<file path="src/rtl/elevador_pequeno.sv">
// Five-floor, three-passenger elevator controller with sweep scheduling and an
// emergency descent mode; drives the DE-board seven-segment displays and LEDs.
module elevador_pequeno #(
  parameter int MOVE_CYCLES = 100
) (
  input  logic       CLOCK_50,
  input  logic [3:0] KEY,
  input  logic [9:0] SW,
  output logic [6:0] HEX0,
  output logic [6:0] HEX1,
  output logic [6:0] HEX2,
  output logic [6:0] HEX3,
  output logic [9:0] LEDR,
  output logic [7:0] LEDG
);

  localparam int TW = (MOVE_CYCLES > 1) ? $clog2(MOVE_CYCLES) : 1;
  localparam logic [TW-1:0] T_LAST = TW'(MOVE_CYCLES - 1);

  typedef enum logic [1:0] {IDLE, MOVE, EMERG} state_t;

  state_t          state_q, state_d;
  logic [2:0]      floor_q, floor_d;
  logic [1:0]      people_q, people_d;
  logic [4:0]      calls_q, calls_d;
  logic            emerg_q, emerg_d;
  logic            dir_q, dir_d;      // 1 = up
  logic [TW-1:0]   timer_q, timer_d;

  logic [6:0]      sw_p0, sw_p1;      // {SW[9], SW[8], SW[4:0]}
  logic            key0_p0, key0_p1;

  logic            add_rise, rem_rise, emerg_fall, full;
  logic [4:0]      call_rise, call_ok, floor_oh, above, below;

  logic            unused_inputs;
  assign unused_inputs = ^{KEY[3:2], SW[7:5]};

  function automatic logic [1:0] sat_people(input logic [1:0] p, input logic add,
                                            input logic rem);
    if (add && !rem) return (p == 2'd3) ? p : p + 2'd1;
    if (rem && !add) return (p == 2'd0) ? p : p - 2'd1;
    return p;
  endfunction

  function automatic logic [4:0] floor_onehot(input logic [2:0] f);
    logic [4:0] oh;
    for (int i = 0; i < 5; i++) oh[i] = (f == 3'(i + 1));
    return oh;
  endfunction

  function automatic logic [6:0] seg7(input logic [3:0] d);
    case (d)
      4'd0:    return 7'h40;
      4'd1:    return 7'h79;
      4'd2:    return 7'h24;
      4'd3:    return 7'h30;
      4'd4:    return 7'h19;
      4'd5:    return 7'h12;
      4'd9:    return 7'h10;
      default: return 7'h7F;
    endcase
  endfunction

  // Stage p0/p1: input capture and previous-sample for edge detection
  always_ff @(posedge CLOCK_50) begin
    sw_p0   <= {SW[9], SW[8], SW[4:0]};
    sw_p1   <= sw_p0;
    key0_p0 <= KEY[0];
    key0_p1 <= key0_p0;
  end

  assign add_rise   = sw_p0[6] & ~sw_p1[6];
  assign rem_rise   = sw_p0[5] & ~sw_p1[5];
  assign call_rise  = sw_p0[4:0] & ~sw_p1[4:0];
  assign emerg_fall = key0_p1 & ~key0_p0;
  assign full       = (people_q == 2'd3);
  assign floor_oh   = floor_onehot(floor_q);

  always_comb begin
    for (int i = 0; i < 5; i++) begin
      above[i] = calls_q[i] & (3'(i + 1) > floor_q);
      below[i] = calls_q[i] & (3'(i + 1) < floor_q);
    end
  end

  // A call for the floor the car is parked at is already served.
  assign call_ok = call_rise & {5{~full & ~emerg_q}} &
                   ~((state_q == IDLE) ? floor_oh : 5'd0);

  // Stage state: next-state logic
  always_comb begin
    state_d  = state_q;
    floor_d  = floor_q;
    dir_d    = dir_q;
    timer_d  = timer_q;
    emerg_d  = emerg_q;
    people_d = sat_people(people_q, add_rise, rem_rise);
    calls_d  = calls_q | call_ok;
    case (state_q)
      IDLE: begin
        if (!full && (above | below) != 5'd0) begin
          dir_d   = dir_q ? (above != 5'd0) : (below == 5'd0);
          state_d = MOVE;
          timer_d = '0;
        end
      end
      MOVE: begin
        if (timer_q == T_LAST) begin
          floor_d = dir_q ? floor_q + 3'd1 : floor_q - 3'd1;
          calls_d = calls_d & ~floor_onehot(floor_d);
          state_d = IDLE;
          timer_d = '0;
        end else begin
          timer_d = timer_q + TW'(1);
        end
      end
      EMERG: begin
        if (floor_q == 3'd1) begin
          emerg_d = 1'b0;
          state_d = IDLE;
          timer_d = '0;
        end else if (timer_q == T_LAST) begin
          floor_d = floor_q - 3'd1;
          timer_d = '0;
        end else begin
          timer_d = timer_q + TW'(1);
        end
      end
      default: state_d = IDLE;
    endcase
    if (emerg_fall && state_q != EMERG) begin
      emerg_d = 1'b1;
      calls_d = 5'd0;
      dir_d   = 1'b0;
      timer_d = '0;
      state_d = EMERG;
    end
  end

  always_ff @(posedge CLOCK_50) begin
    if (!KEY[1]) begin
      state_q  <= IDLE;
      floor_q  <= 3'd1;
      people_q <= 2'd0;
      calls_q  <= 5'd0;
      emerg_q  <= 1'b0;
      dir_q    <= 1'b1;
      timer_q  <= '0;
    end else begin
      state_q  <= state_d;
      floor_q  <= floor_d;
      people_q <= people_d;
      calls_q  <= calls_d;
      emerg_q  <= emerg_d;
      dir_q    <= dir_d;
      timer_q  <= timer_d;
    end
  end

  // Stage out: display decode from registered state
  always_comb begin
    if (emerg_q) begin
      HEX0 = seg7(4'd0);
      HEX1 = seg7(4'd9);
      HEX2 = seg7(4'd1);
      HEX3 = seg7(4'hF);
    end else begin
      HEX0 = seg7({1'b0, floor_q});
      HEX1 = seg7(4'hF);
      HEX2 = seg7(4'hF);
      HEX3 = seg7({2'b00, people_q});
    end
    LEDR = {floor_oh, calls_q};
    LEDG = {4'b0000, emerg_q, full,
            (state_q != IDLE) & ~dir_q, (state_q != IDLE) & dir_q};
  end

endmodule

</file>
<file path="config.mk">
export PLATFORM = sky130hd
export DESIGN_NAME = elevador_pequeno
export DESIGN_NICKNAME = d
export VERILOG_FILES = /design/src/rtl/elevador_pequeno.sv
export SDC_FILE = /design/constraint.sdc
export NUM_CORES = 1
export LEC_CHECK = 0
export ABC_AREA = 0
export BUFFER_PORTS_ARGS = -buffer_cell sky130_fd_sc_hd__clkbuf_2
export CORE_MARGIN = 8
export CORE_UTILIZATION = 30
export DETAILED_ROUTE_END_ITERATION = 8
export SLEW_MARGIN = 20
export SYNTH_ARGS = -nofsm -noshare
export SYNTH_HDL_FRONTEND = slang
export SYNTH_SLANG_ARGS = --single-unit
</file>
<file path="constraint.sdc">
create_clock -name CLOCK_50 -period 1.9 [get_ports CLOCK_50]
set_clock_uncertainty 0.2 [all_clocks]
set_input_delay 0.38 -clock CLOCK_50 [delete_from_list [all_inputs] [get_ports CLOCK_50]]
set_output_delay 0.38 -clock CLOCK_50 [all_outputs]
set_load 0.005 [all_outputs]
</file>
==> results.md, run 1 <==
- Syn Std Cell Area: 0.00227 sq mm
- Pre-CTS setup slack: -0.141 ns
- Drt total wl: 6.07 mm
- Post-synthesis sequential area ratio: 0.326
- Top cells by area, synth: dfxtp_1 33%, ha_1 9.9%, buf_4 7.3%
- Worst setup path class: register to output port
- Gp weighted congestion: 0.789
- Nets: 395
- Unrepaired setup endpoints after global routing: yes
- Final core utilization: 0.462
- Initial antenna violation count: 0
- Dpl cells: 429
- Violated checks: negative setup slack
- CTS tree: done
- WL per Instance: 13.1 microns
- Die height: 103 microns
- Post-Synthesis Cells: 261
- Rows: 31
- CP Launch Type: register
- Hold Fails Final Rpt: 0
- DP Area: 0.00283 sq mm
- Tot GR Track Use: 0.113
- Horiz. Die Dim: 103 microns
- Clock Latency Late Sink: 0.29 ns
- CP max FO: 5
- Synthesized flop and latch total: 37
- Final cell count without fillers: 462
- Distinct cell type count after synthesis: 55
- Starting density of the core: 0.311
- Status: finished, violations left
- Core area: 0.00729 sq mm
- YS warnings: 0
- Remaining antenna violation count after routing: 0
- Critical Path AT: 1.64 ns
- Area of the multi-input gates: 0.00148 sq mm
- Worst path required time: 1.32 ns
- Fin area: 0.00337 sq mm
- Longest Clk Path Bufs: 2
- Main synth FF type: dfxtp_1
- Root Buffer: clkbuf_8
- Avg Inst Size Synth: 8.70 sq um
- Bufs and invs on worst path: 3
- Pwr Total: 2000 uW
- Diodes inserted: 0
- PwrDens: 595 mW/mm^2
- Min-Delay Path Class: register to register
- Share of the synthesized area in the top cell type: 0.326
- Crit end category: output port
- I/O pin total: 61
- Max Clk Rate: 451 MHz
- I/O Buffers: 45
- Fillers: 720
- Final slew viol count: 0
- DRC errors left: 0
- Largest net degree at the start of global routing: 16
- Max Cap Viol: 0
- Slowest Stage Delay on Critical Path: 0.41 ns
- Die area: 0.0106 sq mm
- DRT iter0 DRCs: 65
- Setup violators final: 24
- Sink Count: 37
- Post-DP HPWL: 4.66 mm
- Top cell type by total area after synthesis: dfxtp_1
- Fraction of layout cells with a size suffix above 1: 0.477
- Number of buffers created by CTS: 5
- Worst vdd ir: 365 uV
- EDFF count, synth: 0
- Asr flop ratio synth: 0
- Minimum clock period: 2.22 ns
- Total number of vias: 2,094
- First-pass DRT Iterations: 4
- Worst-path cell chain: inv_6 > ha_4 > o21bai_4 > nand4_1 > buf_4 > a21oi_2 > buf_2
- First-pass GRT wire length: 9.46 mm
- Top delay family on crit path: flip-flops
- Fin worst setup slack: -0.319 ns
- Vias/cell: 4.53
- Area Overhead vs Synth: 48.5%
- Max H-tree Level: 2
- Crit share post-route: 1.17
- Storage cell area: 762 sq um
- Vias in the first global route: 2,103
- Clock slew at reported path FFs: 0.07 ns
- Total gr overflow: 0
- Static Leak: 0.00152 uW
- CP max-delay cell: dfxtp_4
-- power breakdown --
group / leakage [uW] / switching, uW / internal (uW)
clock: 0.0000554 / 280 / 394
sequential: 0.000310 / 36.8 / 811
combinational: 0.00115 / 244 / 238
-- cells by family after synthesis --
| logic type | synth area share |
|---|---|
| mux | 0.0132 |
| simple gates | 0.211 |
| compound gates | 0.214 |
| other cells | 0.00331 |
| flops | 0.326 |
| xor+xnor | 0.0154 |
| buf+inv | 0.117 |
| fa+ha+maj | 0.0992 |
-- worst paths after layout --
kind	startpoint	end	slack (ns)	depth (start not counted)
hold / removal	sw_p0[4]	sw_p1[4]	0.16	0
setup / recovery	floor_q[1]	HEX0[1]	-0.32	7
hold reg to reg	sw_p0[4]	sw_p1[4]	0.16	0
setup reg to reg	floor_q[1]	timer_q[2]	-0.28	10
-- layout by cell type (no fill, tap or decap), types with 3 or more instances in the layout --
master,instances
buf_4,56
clkbuf_2,41
dfxtp_1,30
nand2_1,17
a21oi_1,15
nor2_1,13
o21ai_0,10
ha_1,10
conb_1,10
nor2b_1,9
inv_1,8
nand2b_1,8
dlygate4sd3_1,8
buf_6,8
nand3_1,7
nand3b_1,7
ha_4,6
clkbuf_8,5
dfxtp_4,5
a21oi_2,4
a31oi_1,4
buf_2,4
or2_2,3
mux2i_1,3
o21ai_1,3
a21o_1,3
a32o_1,3
-- metal layers --
metal,vias to the layer above,part of all wire,global-route usage
met5,-,0,0
met4,0,0.017,0.0389
met3,10,0.062,0.0250
met2,44,0.52,0.210
met1,957,0.40,0.122
li1,1083,-,-
-- registers in the layout (all words and copies together), names as in the netlist --
name and cells:
sw_p0 7, calls_q 5, people_q 2, state_q 2, emerg_q 1, key0_p1 1
sw_p1 7, floor_q 3, key0_p0 1, dir_q 1, timer_q 7
-- Yosys cell counts, drive strengths merged (2+ instances only) --
cell type,instances
dfxtp,37
nand2b,8
conb,2
nand2,19
nand3b,7
nor3b,4
nor2b,10
xnor2,2
a21o,4
a31oi,4
o21ai,13
mux2i,3
ha,18
a221oi,2
inv,15
or2,4
nor2,17
xor2,2
and3,2
a32o,5
o221a,3
or3,2
buf,26
a21oi,21
clkbuf,5
o211ai,2
nand3,9
-- final cells by class --
cell class	instances	area share
Clock inverter	2	0.0115
Timing Repair Buffer	117	0.242
Multi-Input combinational cell	186	0.440
Sequential cell	37	0.226
Clock buffer	6	0.0215
Tap cell	99	0.0367
Inverter	15	0.0223
-- repair_timing --
action	in CTS	in global routing
setup endpoints to repair	29	37
pin swaps	22	18
setup buffers	12	8
resized for setup	32	32
endpoints found under the hold margin	8	0
hold buffers	8	0
-- per-stage QoR --
step / TNS, ns / hold slack [ns]
2_1_floorplan: -0.226 / 0.131
4_1_cts: -3.87 / 0.161
3_3_place_gp: -0.750 / 0.138
6_report: -4.26 / 0.157
5_1_grt: -6.67 / 0.169
3_5_place_dp: -1.27 / 0.149
(Power assumes the default switching activity.)
==> run 2, diff against run 1 <==
--- a/config.mk
+++ b/config.mk
@@ -8,8 +8,9 @@
 export ABC_AREA = 0
 export BUFFER_PORTS_ARGS = -buffer_cell sky130_fd_sc_hd__clkbuf_2
 export CORE_MARGIN = 8
-export CORE_UTILIZATION = 30
+export CORE_UTILIZATION = 45
 export DETAILED_ROUTE_END_ITERATION = 8
+export PLACE_DENSITY = 0.73
 export SLEW_MARGIN = 20
 export SYNTH_ARGS = -nofsm -noshare
 export SYNTH_HDL_FRONTEND = slang
==> results.md, run 2 (synthesis gave the netlist of run 1 again) <==
- Crit share post-route: 1.16 (-0.0116)
- Pre-CTS setup slack: -0.157 ns (-0.0159 ns)
- Tot GR Track Use: 0.163 (+0.0502)
- Max Cap Viol: 0 (unchanged)
- Post-DP HPWL: 4.44 mm (-4.7%)
- Nets: 398 (+0.76%)
- Crit path launch: floor_q[1]
- Rows: 26 (-16%)
- Pwr Total: 2040 uW (+2.0%)
- First-pass DRT Iterations: 4 (unchanged)
- Initial antenna violation count: 0 (unchanged)
- Vias in the first global route: 2,143 (+1.9%)
- Area Overhead vs Synth: 52.7%
- Largest net degree at the start of global routing: 13 (-3)
- CTS tree: done
- Static Leak: 0.00155 uW (+1.9%)
- Worst Reg2Reg Path Length in Cells: 9 (-1)
- I/O pin total: 61 (unchanged)
- Worst reg2reg setup slack: -0.24 ns (+0.04 ns)
- Violated checks: negative setup slack
- First-pass GRT wire length: 9.87 mm (+4.4%)
- Number of buffers created by CTS: 5 (unchanged)
- Die height: 87.0 microns (-15%)
- Horiz. Die Dim: 87.0 microns (-15%)
- Max H-tree Level: 2 (unchanged)
- DRC errors left: 0 (unchanged)
- Min Hold Slack: 0.150 ns (-0.00705 ns)
- Vias/cell: 5.08 (+12%)
- Fillers: 360 (-50%)
- CP Launch Type: register
- I/O Buffers: 45 (unchanged)
- Root Buffer: clkbuf_8
- CP max-delay cell: dfxtp_4
- Hold Fails Final Rpt: 0 (unchanged)
- Starting density of the core: 0.456 (+0.145)
- Longest Clk Path Bufs: 2 (unchanged)
- Largest registers: sw_p0: 7 flops, sw_p1: 7 flops, timer_q: 7 flops
- Clock Latency Late Sink: 0.29 ns (about the same)
- Worst-path cell chain: inv_6 > ha_4 > o21bai_4 > nand4_1 > a31oi_2 > buf_2
- Core area: 0.00498 sq mm (-32%)
- Worst setup path class: register to output port
- PwrDens: 590 mW/mm^2 (-0.77%)
- Fraction of layout cells with a size suffix above 1: 0.511 (+0.0343)
- WL per Instance: 14.9 microns (+14%)
- Clock slew at reported path FFs: 0.07 ns (about the same)
- Total gr overflow: 0 (unchanged)
- Status: finished, violations left
- Most frequent cells in the layout: 56 x buf_4, 38 x clkbuf_2, 29 x dfxtp_1
- R2R Path End: timer_q[6]
- Unrepaired setup endpoints after global routing: yes
- Setup violators final: 24 (unchanged)
- CP endpoint: HEX0[3]
- Min-Delay Path Class: register to register
- Commonest non-fill, non-tap cell in the layout: buf_4
- Remaining antenna violation count after routing: 0 (unchanged)
- DRT iter0 DRCs: 93 (+43%)
- Sum Neg Setup Slack: -4.34 ns (-0.0799 ns)
- Crit end category: output port
- Reg-to-Reg Start: floor_q[1]
- Worst vdd ir: 486 uV (+33%)
- Gp weighted congestion: 0.816 (+3.5%)
- Total number of vias: 2,215 (+5.8%)
- Die area: 0.00757 sq mm (-29%)
- Worst path required time: 1.32 ns (about the same)
- Fin worst setup slack: -0.297 ns (+0.0220 ns)
- Final slew viol count: 0 (unchanged)
- Diodes inserted: 0 (unchanged)
- Sink Count: 37 (unchanged)
- CP max FO: 5 (unchanged)
- Max Clk Rate: 455 MHz (+1.0%)
- Drt total wl: 6.51 mm (+7.3%)
- Minimum clock period: 2.20 ns (-0.0220 ns)
- Slowest Stage Delay on Critical Path: 0.39 ns (-0.02 ns)
- Critical Path AT: 1.62 ns (-0.02 ns)
==> run 2: changes by cell type in the layout (fill, tap and decap cells not counted), moves of 2 or more <==
cell and change:
buf_6 +5, clkbuf_2 -3, ha_4 +3, inv_1 -2, nor2_2 +4, a31oi_1 -2
nor2_1 -3, a21oi_2 -3, ha_1 -2, nand2_2 +2, a21oi_1 +3
==> run 2: how the worst min path moves through the flow <==
stage               startpoint        to  slack, ns  cells past startpoint
floorplan             sw_p0[0]  sw_p1[0]       0.13                      0
global placement      sw_p0[1]  sw_p1[1]       0.14                      0
detailed placement    sw_p0[1]  sw_p1[1]       0.14                      0
CTS                   sw_p0[1]  sw_p1[1]       0.15                      0
global route          sw_p0[1]  sw_p1[1]       0.16                      0
finish                sw_p0[3]  sw_p1[3]       0.15                      0
==> run 2: area by class of cell <==
type | instances | area (sq um) | area share
Timing Repair Buffer | 120 | 862 | 0.249
Clock buffer | 7 | 108 | 0.0310
Sequential cell | 37 | 766 | 0.221
Clock inverter | 1 | 7.51 | 0.00217
Inverter | 15 | 80.1 | 0.0231
Multi-Input combinational cell | 186 | 1560 | 0.449
Tap cell | 70 | 87.6 | 0.0253
==> run 2: report_power, final <==
group / total, uW / internal [uW] / switching [uW]
registers: 848 / 812 / 36.5
logic: 543 / 273 / 270
clock network: 653 / 374 / 280
total: 2040 / 1460 / 586
==> run 2: stage by stage <==
step            util  instance area, sq um  instances
3_3_place_gp   0.562                  2800        400
2_1_floorplan      -                  2350        269
4_1_cts        0.648                  3220        425
5_1_grt        0.696                  3470        436
6_report       0.696                  3470        436
3_5_place_dp   0.562                  2800        400
==> run 2: routing by layer <==
metal,vias up,wire length (microns),part of all wire,global-route usage
met5,-,0,0,0
met2,54,3430,0.53,0.302
met3,11,382,0.059,0.0425
met4,0,106,0.016,0.0548
met1,1061,2590,0.40,0.173
li1,1089,-,-,-
==> run 2: worst max-delay path, delay by kind of cell, from the launching register on <==
family | cells | cell delay (ns)
AOI/OAI and AO/OA | 2 | 0.35
buffers and inverters | 2 | 0.19
and+or+nand+nor | 1 | 0.19
DFF | 1 | 0.39
adders and majority gates | 1 | 0.18
==> run 2: repair_timing <==
| action | in CTS | in global routing |
|---|---|---|
| resized for setup | 43 | 45 |
| pin swaps | 21 | 23 |
| buffers inserted | 10 | 12 |
| endpoints found under the hold margin | 8 | 0 |
| hold buffers | 8 | 0 |
| setup endpoints to repair | 29 | 33 |
